[src/rtl/fetch_pkg.sv]
// Shared types and default widths for the instruction fetch unit.
package fetch_pkg;

    localparam int unsigned DEFAULT_ADDR_W         = 32;
    localparam int unsigned DEFAULT_DATA_W         = 32;
    localparam int unsigned DEFAULT_TIMEOUT_CYCLES = 15;

    typedef enum logic [1:0] {
        IDLE,
        REQ,
        HOLD,
        FAULT
    } fetch_state_t;

    typedef enum logic [1:0] {
        FAULT_NONE     = 2'b00,
        FAULT_MISALIGN = 2'b01,
        FAULT_TIMEOUT  = 2'b10
    } fault_code_t;

    // Instructions are 32-bit words, so the two low PC bits must be zero.
    function automatic logic is_word_aligned(input logic [1:0] low_bits);
        return low_bits == 2'b00;
    endfunction

endpackage

[src/rtl/fetch_timeout_counter.sv]
// Counts REQ cycles spent without an acknowledge; expired flags the last allowed one.
module fetch_timeout_counter
    import fetch_pkg::*;
#(
    parameter int unsigned TIMEOUT_CYCLES = DEFAULT_TIMEOUT_CYCLES
) (
    input  logic clk,
    input  logic reset,
    input  logic clear,
    input  logic enable,
    output logic expired
);

    localparam int unsigned          CNT_W = $clog2(TIMEOUT_CYCLES);
    localparam logic [CNT_W-1:0]     LAST  = CNT_W'(TIMEOUT_CYCLES - 1);

    logic [CNT_W-1:0] count;

    always_ff @(posedge clk or posedge reset) begin
        if (reset) begin
            count <= '0;
        end else if (clear) begin
            count <= '0;
        end else if (enable) begin
            count <= count + CNT_W'(1);
        end
    end

    assign expired = enable && (count == LAST);

endmodule

[src/rtl/instruction_fetch_unit.sv]
// Fetch controller: reads the word at the current PC, holds it until the core
// accepts it, then pulses pc_advance. Misaligned PCs and timeouts raise a sticky fault.
module instruction_fetch_unit
    import fetch_pkg::*;
#(
    parameter int unsigned ADDR_W         = DEFAULT_ADDR_W,
    parameter int unsigned DATA_W         = DEFAULT_DATA_W,
    parameter int unsigned TIMEOUT_CYCLES = DEFAULT_TIMEOUT_CYCLES
) (
    input  logic              clk,
    input  logic              reset,
    input  logic [ADDR_W-1:0] pc_in,
    input  logic              fetch_en,
    output logic              mem_req,
    output logic [ADDR_W-1:0] mem_addr,
    input  logic              mem_ack,
    input  logic [DATA_W-1:0] mem_rdata,
    output logic [DATA_W-1:0] instr,
    output logic              instr_valid,
    input  logic              instr_accept,
    output logic              pc_advance,
    output logic              fault,
    output logic [1:0]        fault_code,
    input  logic              fault_clear
);

    fetch_state_t      state;
    fetch_state_t      state_next;
    fault_code_t       fault_code_q;
    fault_code_t       fault_code_d;

    logic              mem_req_d;
    logic [ADDR_W-1:0] mem_addr_d;
    logic [DATA_W-1:0] instr_d;
    logic              instr_valid_d;
    logic              pc_advance_d;
    logic              fault_d;

    logic              start_fetch;
    logic              aligned;
    logic              waiting;
    logic              expired;

    assign aligned     = is_word_aligned(pc_in[1:0]);
    assign start_fetch = (state == IDLE) && fetch_en && aligned;
    assign waiting     = (state == REQ) && !mem_ack;
    assign fault_code  = fault_code_q;

    fetch_timeout_counter #(
        .TIMEOUT_CYCLES (TIMEOUT_CYCLES)
    ) u_timeout (
        .clk     (clk),
        .reset   (reset),
        .clear   (start_fetch),
        .enable  (waiting),
        .expired (expired)
    );

    // State and registered outputs.
    always_ff @(posedge clk or posedge reset) begin
        if (reset) begin
            state        <= IDLE;
            mem_req      <= 1'b0;
            mem_addr     <= '0;
            instr        <= '0;
            instr_valid  <= 1'b0;
            pc_advance   <= 1'b0;
            fault        <= 1'b0;
            fault_code_q <= FAULT_NONE;
        end else begin
            state        <= state_next;
            mem_req      <= mem_req_d;
            mem_addr     <= mem_addr_d;
            instr        <= instr_d;
            instr_valid  <= instr_valid_d;
            pc_advance   <= pc_advance_d;
            fault        <= fault_d;
            fault_code_q <= fault_code_d;
        end
    end

    always_comb begin
        state_next = state;
        unique case (state)
            IDLE:  if (fetch_en) state_next = aligned ? REQ : FAULT;
            REQ: begin
                if (mem_ack)      state_next = HOLD;
                else if (expired) state_next = FAULT;
            end
            HOLD:  if (instr_accept) state_next = IDLE;
            FAULT: if (fault_clear)  state_next = IDLE;
            default: state_next = IDLE;
        endcase
    end

    // Next values of the output registers; pc_advance is a single-cycle pulse.
    always_comb begin
        mem_req_d     = mem_req;
        mem_addr_d    = mem_addr;
        instr_d       = instr;
        instr_valid_d = instr_valid;
        pc_advance_d  = 1'b0;
        fault_d       = fault;
        fault_code_d  = fault_code_q;
        unique case (state)
            IDLE: begin
                if (fetch_en && !aligned) begin
                    fault_d      = 1'b1;
                    fault_code_d = FAULT_MISALIGN;
                end else if (fetch_en) begin
                    mem_addr_d = pc_in;
                    mem_req_d  = 1'b1;
                end
            end
            REQ: begin
                if (mem_ack) begin
                    instr_d       = mem_rdata;
                    instr_valid_d = 1'b1;
                    mem_req_d     = 1'b0;
                end else if (expired) begin
                    mem_req_d    = 1'b0;
                    fault_d      = 1'b1;
                    fault_code_d = FAULT_TIMEOUT;
                end
            end
            HOLD: begin
                if (instr_accept) begin
                    instr_valid_d = 1'b0;
                    pc_advance_d  = 1'b1;
                end
            end
            FAULT: begin
                if (fault_clear) begin
                    fault_d      = 1'b0;
                    fault_code_d = FAULT_NONE;
                end
            end
            default: ;
        endcase
    end

endmodule
[config.mk]
export PLATFORM = sky130hd
export DESIGN_NAME = instruction_fetch_unit
export DESIGN_NICKNAME = d
export VERILOG_FILES = /design/src/rtl/fetch_pkg.sv /design/src/rtl/fetch_timeout_counter.sv /design/src/rtl/instruction_fetch_unit.sv
export SDC_FILE = /design/constraint.sdc
export NUM_CORES = 1
export LEC_CHECK = 0
export CORE_UTILIZATION = 46
export CTS_BUF_LIST = sky130_fd_sc_hd__clkbuf_8
export CTS_CLUSTER_SIZE = 16
export DETAILED_ROUTE_END_ITERATION = 10
export HOLD_SLACK_MARGIN = 0.1
export PLACE_DENSITY_LB_ADDON = 0.3
export REMOVE_ABC_BUFFERS = 1
export SYNTH_ARGS = -nofsm -noshare
export SYNTH_HDL_FRONTEND = slang
export SYNTH_HIERARCHICAL = 1
export SYNTH_SLANG_ARGS = --single-unit
[constraint.sdc]
create_clock -name clk -period 5.7 [get_ports clk]
set_input_delay 0.57 -clock clk [delete_from_list [all_inputs] [get_ports clk]]
set_output_delay 0.57 -clock clk [all_outputs]
set_load 0.005 [all_outputs]
# == Yosys cells after proc, flatten, opt, wreduce, memory -nomap -nowiden ==
# Index checks and enable logic that the tools add are counted.
# word_totals
register_bits,76
inputBits,70
out_inout_bits,70
word_cells,71
# op_classes
n_addsub,1
n_eq_ne,13
muxes,28
bitwise_logic,1
n_reduce_logical,19
# ops
op,count
$mux 2,9
$ne 2x2->1 const B,7
$mux 1,12
$mux 4,2
$pmux 2 s4,1
$reduce_and 4->1,2
$pmux 2 s3,1
$reduce_and 3->1,2
$reduce_bool 2->1,3
$logic_and 1x1->1,5
$reduce_and 5->1,1
$add 4x1->4 const B,1
$eq 2x2->1 const B,2
$eq 4x4->1 const B,1
$logic_not 2->1,2
$pmux 1 s2,2
$ne 3x3->1 const B,1
$pmux 1 s3,1
$reduce_bool 3->1,1
$eq 2x1->1 const B,1
$logic_not 1->1,2
$ne 2x1->1 const B,1
$reduce_and 2->1,1
$not 1->1,1

# == Depth between registers and ports, before layout ==
# logic_depth
word_depth,6
depth_mapped,8
ltp_nobuf,6

# == By module ==
# The synthesis kept the hierarchy.
# modules_own_cells
mod,n_inst,cells_per_inst,area_per_inst_um2,seq_area_each_um2
instruction_fetch_unit,1,175,2859.0,1801.7
fetch_timeout_counter,1,21,226.5,100.1

# == Worst setup path before layout ==
# Ideal clock, no wire load.
# synth_path
kind,in2reg
startpoint,input port fetch_en
endpoint,register u_timeout.count[3]
setup_ns,0.125
arrival_time_ns,1.940
required_ns,5.575
slack_ns,3.635
cell_stages,7
path_buffers,2
path_cell_list,or3b_4 -> or3_1 -> buf_6 -> buf_6 -> inv_1 -> nor2_1 -> mux2_4
# synth_between
elab_chain_len,3
elab_cells_between_ends,4
classes_between,mux (1); reduce/logical (3)
# synth_rtl
item,line,text
start: declaration,instruction_fetch_unit.sv:13,"input logic fetch_en,"
$logic_and 1x1->1 * (2 in series),instruction_fetch_unit.sv:45,assign start_fetch = (state == IDLE) && fetch_en && aligned;
via start_fetch,instruction_fetch_unit.sv:39,logic start_fetch;
$mux 4 / $reduce_bool 2->1 (equally long branches),--,
end signal: assignment,fetch_timeout_counter.sv:25,count <= count + CNT_W'(1);
end: declaration,fetch_timeout_counter.sv:17,logic [CNT_W-1:0] count;
# Mark *: on every way through the listed nets, which the timed path passes. The rest lies on a longest branch.
# A chain may end at the register's enable or synchronous reset.

# == Worst setup path after layout ==
# Same ends and word-level chain as after synthesis.

==> impl_metrics.py <==
metrics = {
    "setup_path": {
        "r2r_slack_ns": 3.17,
        "critPathCapture": "u_timeout/count[3]",
        "cpMaxStageDelayCell": "or3_2",
        "critPathTopFamily": "simple AND/OR/NAND/NOR gates",
        "arrival_ns": 2.93,
        "cp_cell_sequence": "clkdlybuf4s50_1, or3b_4, or3_2, inv_1, nor2b_1, mux2_4",
        "r2r-start": "state[0]",
        "slowest_delay_ns": 0.86,
        "cp_num_buf_inv": 2,
        "reg2reg_depth": 5,
        "startpoint": "fetch_en",
        "start_kind": "input pin",
        "required_ns": 5.92,
        "crit_type": "input pin to flip-flop",
        "r2r-end": "u_timeout/count[3]",
        "cp_num_cells": 6,
        "end_kind": "flip-flop",
        "worst-path-max-fanout": 34,
    },
    "yosys": {
        "synth_area_per_cell_um2": 15.7,
        "synth_top_family_by_area": "multiplexers",
        "synth_compound_area_share_pct": 2.47,
        "yosysWarnings": 6,
        "synth.distinct_cells": 29,
        "synthSimpleGateAreaFrac_pct": 5.31,
        "syn_inst": 196,
        "ys_ff_latch": 76,
        "muxShareOfSynthArea_pct": 26.6,
        "synth_xor_area_share_pct": 0.284,
        "synth_fa_ha_area_share_pct": 0.811,
        "synth-seq-area-share_pct": 61.6,
        "synth_area_um2": 3090,
    },
    "finish": {
        "multi_input_area_um2": 1100,
        "regArea_um2": 1900,
        "drive_above_1_share_pct": 24.8,
        "diodes": 0,
        "final_common_cell": "clkdlybuf4s50_1",
        "final_net_count": 411,
        "syn2layout_area_growth_pct": 52.3,
        "fillers": 462,
        "layout_common_cells": "clkdlybuf4s50_1, dfrtp_1, mux2_2",
    },
    "sta": {
        "fmax_mhz": 370,
        "worst_clock_skew_ns": 0.00877,
        "post-route-min-period_ns": 2.71,
        "finalWorstSetupSlack_ns": 2.99,
        "timing.hold.ws_ns": 0.459,
        "hold_viol_final": 0,
        "tns_ns": 0,
        "drv_slew": 0,
        "rsz0062_at_grt": "false",
        "finalCritPeriodShare_pct": 47.5,
        "slew_headroom_pct": 33.1,
        "finalSetupViolCount": 0,
        "worstMarginPinSlew_ns": 1.00,
    },
    "floorplan": {
        "num_rows": 29,
        "initial_core_util_pct": 48.0,
        "die_w_um": 83.9,
        "dieArea_um2": 7040,
        "die_y_um": 83.9,
        "core-area_um2": 6420,
        "boundaryPins": 140,
    },
    "pwr": {
        "power_density_nw_per_um2": 493,
        "ir_drop_mv": 0.240,
        "power.leakage_nw": 2.12,
        "power_mw": 2.31,
    },
    "clock_network": {
        "htreeDepth": 3,
        "cts_inserted_buffers": 9,
        "ctsResizeCount": 0,
        "clock_sinks": 76,
        "cts.clk_slew.worst_paths_ns": 0.07,
        "cts_root_buf": "clkbuf_8",
        "clock_path_buffers": 2,
        "cts_setup_buffers": 0,
        "tritoncts": "built",
        "cts_hold_buffers": 0,
        "clkLatencyLatePin_ns": 0.34,
    },
    "detailed_routing": {
        "ant_nets": 0,
        "routed_wl_um": 6910,
        "viasPerCell": 4.87,
        "avgRoutedWirePerCell_um": 16.5,
        "drt_iter0_markers": 95,
        "firstDrtPassIters": 7,
        "drt_drc_violations_left": 26,
        "vias": 2044,
    },
    "global_route": {
        "grt_usage_pct": 20.6,
        "grt_overflow": 0,
        "grt_max_degree": 73,
        "grt_pass1_vias": 2162,
        "antenna_found_initial": 0,
        "grt_pass1_wl_um": 11000,
    },
    "place": {
        "port_buffers": 139,
        "gp_congestion": 0.753,
        "dp_slack_ns": 2.64,
        "dp_hpwl_um": 4970,
    },
    "outcome": {
        "status": "finished, violations left",
        "violations": "design-rule violations",
    },
    "hold_path": {
        "hold_path.class": "input pin to asynchronous set/reset pin",
    },
    "flow_run": {
        "drv_cap": 0,
    },
}
[sequential cells by signal, summed over array words and instances, names as in the netlist]
register and flops:
state 2, u_timeout/count 4, mem_req 1, fault_code 2
mem_addr 32, instr_valid 1, instr 32, fault 1
pc_advance 1
[layer usage]
metal | vias to the layer above | GRT usage (%) | wire length (um)
met1 | 992 | 24.7 | 2800
met5 | - | 0 | 0
li1 | 966 | - | -
met4 | 0 | 9.40 | 108
met3 | 10 | 4.06 | 427
met2 | 76 | 35.7 | 3570
[area by class of cell]
type	count	share of cell area, %
Timing Repair Buffer	141	29.9
Inverter	4	0.320
Clock buffer	9	2.64
Multi-Input combinational cell	107	23.4
Sequential cell	76	40.5
Clock inverter	6	1.23
Tap cell	77	2.05
[logic make-up after synthesis]
family                   after synthesis
XOR/XNOR                               1
flip-flops                            76
adder cells (fa/ha/maj)                2
buffers and inverters                 13
AO/OA/AOI/OAI                         11
AND/OR/NAND/NOR                       29
multiplexers                          64
[power breakdown]
group	total [mW]	internal [mW]	switching, mW
registers	0.941	0.794	0.147
clock network	0.386	0.197	0.189
logic	0.987	0.716	0.271
total	2.31	1.71	0.608
[per-stage QoR]
| step | util, % | std cells | instance area, um^2 |
|---|---|---|---|
| floorplan | - | 187 | 3010 |
| global placement | 70.3 | 405 | 4520 |
| global route | 73.2 | 420 | 4700 |
| finish | 73.2 | 420 | 4700 |
| CTS | 73.2 | 420 | 4700 |
| detailed placement | 70.3 | 405 | 4520 |
[worst reg2reg max path, cell delays in order (launching register included)]
cell and delay [ns]:
dfrtp_1 0.47, or3b_4 0.44, or3_2 0.86, inv_1 0.31
nor2b_1 0.07, mux2_4 0.26
[Yosys cell counts]
| master | number | area share (%) |
|---|---|---|
| a211o_1 | 1 | 0.28 |
| a21bo_2 | 1 | 0.32 |
| a21oi_1 | 2 | 0.32 |
| and2_1 | 2 | 0.41 |
| and4_1 | 1 | 0.28 |
| buf_2 | 1 | 0.16 |
| buf_6 | 5 | 1.8 |
| clkbuf_1 | 3 | 0.36 |
| dfrtp_1 | 76 | 62 |
| ha_1 | 2 | 0.81 |
| inv_1 | 4 | 0.49 |
| mux2_2 | 37 | 14 |
| mux2_4 | 27 | 13 |
| nand2_1 | 5 | 0.61 |
| nand2b_1 | 3 | 0.61 |
| nand3_1 | 2 | 0.32 |
| nand3b_1 | 2 | 0.49 |
| nand4_1 | 1 | 0.20 |
| nor2_1 | 7 | 0.85 |
| nor2b_1 | 2 | 0.41 |
| nor4bb_1 | 1 | 0.32 |
| o21a_1 | 1 | 0.24 |
| o21ai_0 | 4 | 0.65 |
| o221a_2 | 1 | 0.36 |
| o311ai_0 | 1 | 0.28 |
| or2b_1 | 1 | 0.24 |
| or3_1 | 1 | 0.20 |
| or3b_4 | 1 | 0.36 |
| xnor2_1 | 1 | 0.28 |
[worst min-delay path by stage]
stage / cells after the start / slack, ns / end / start
4_1_cts: 2 / 0.45 / u_timeout/count[0] / reset
6_report: 2 / 0.46 / u_timeout/count[0] / reset
2_1_floorplan: 1 / 0.34 / u_timeout/count[0] / reset
3_3_place_gp: 1 / 0.47 / mem_addr[0] / mem_addr[0]
5_1_grt: 2 / 0.49 / u_timeout/count[3] / reset
3_5_place_dp: 1 / 0.47 / mem_addr[1] / mem_addr[1]
Power figures use the tool's default switching activity.
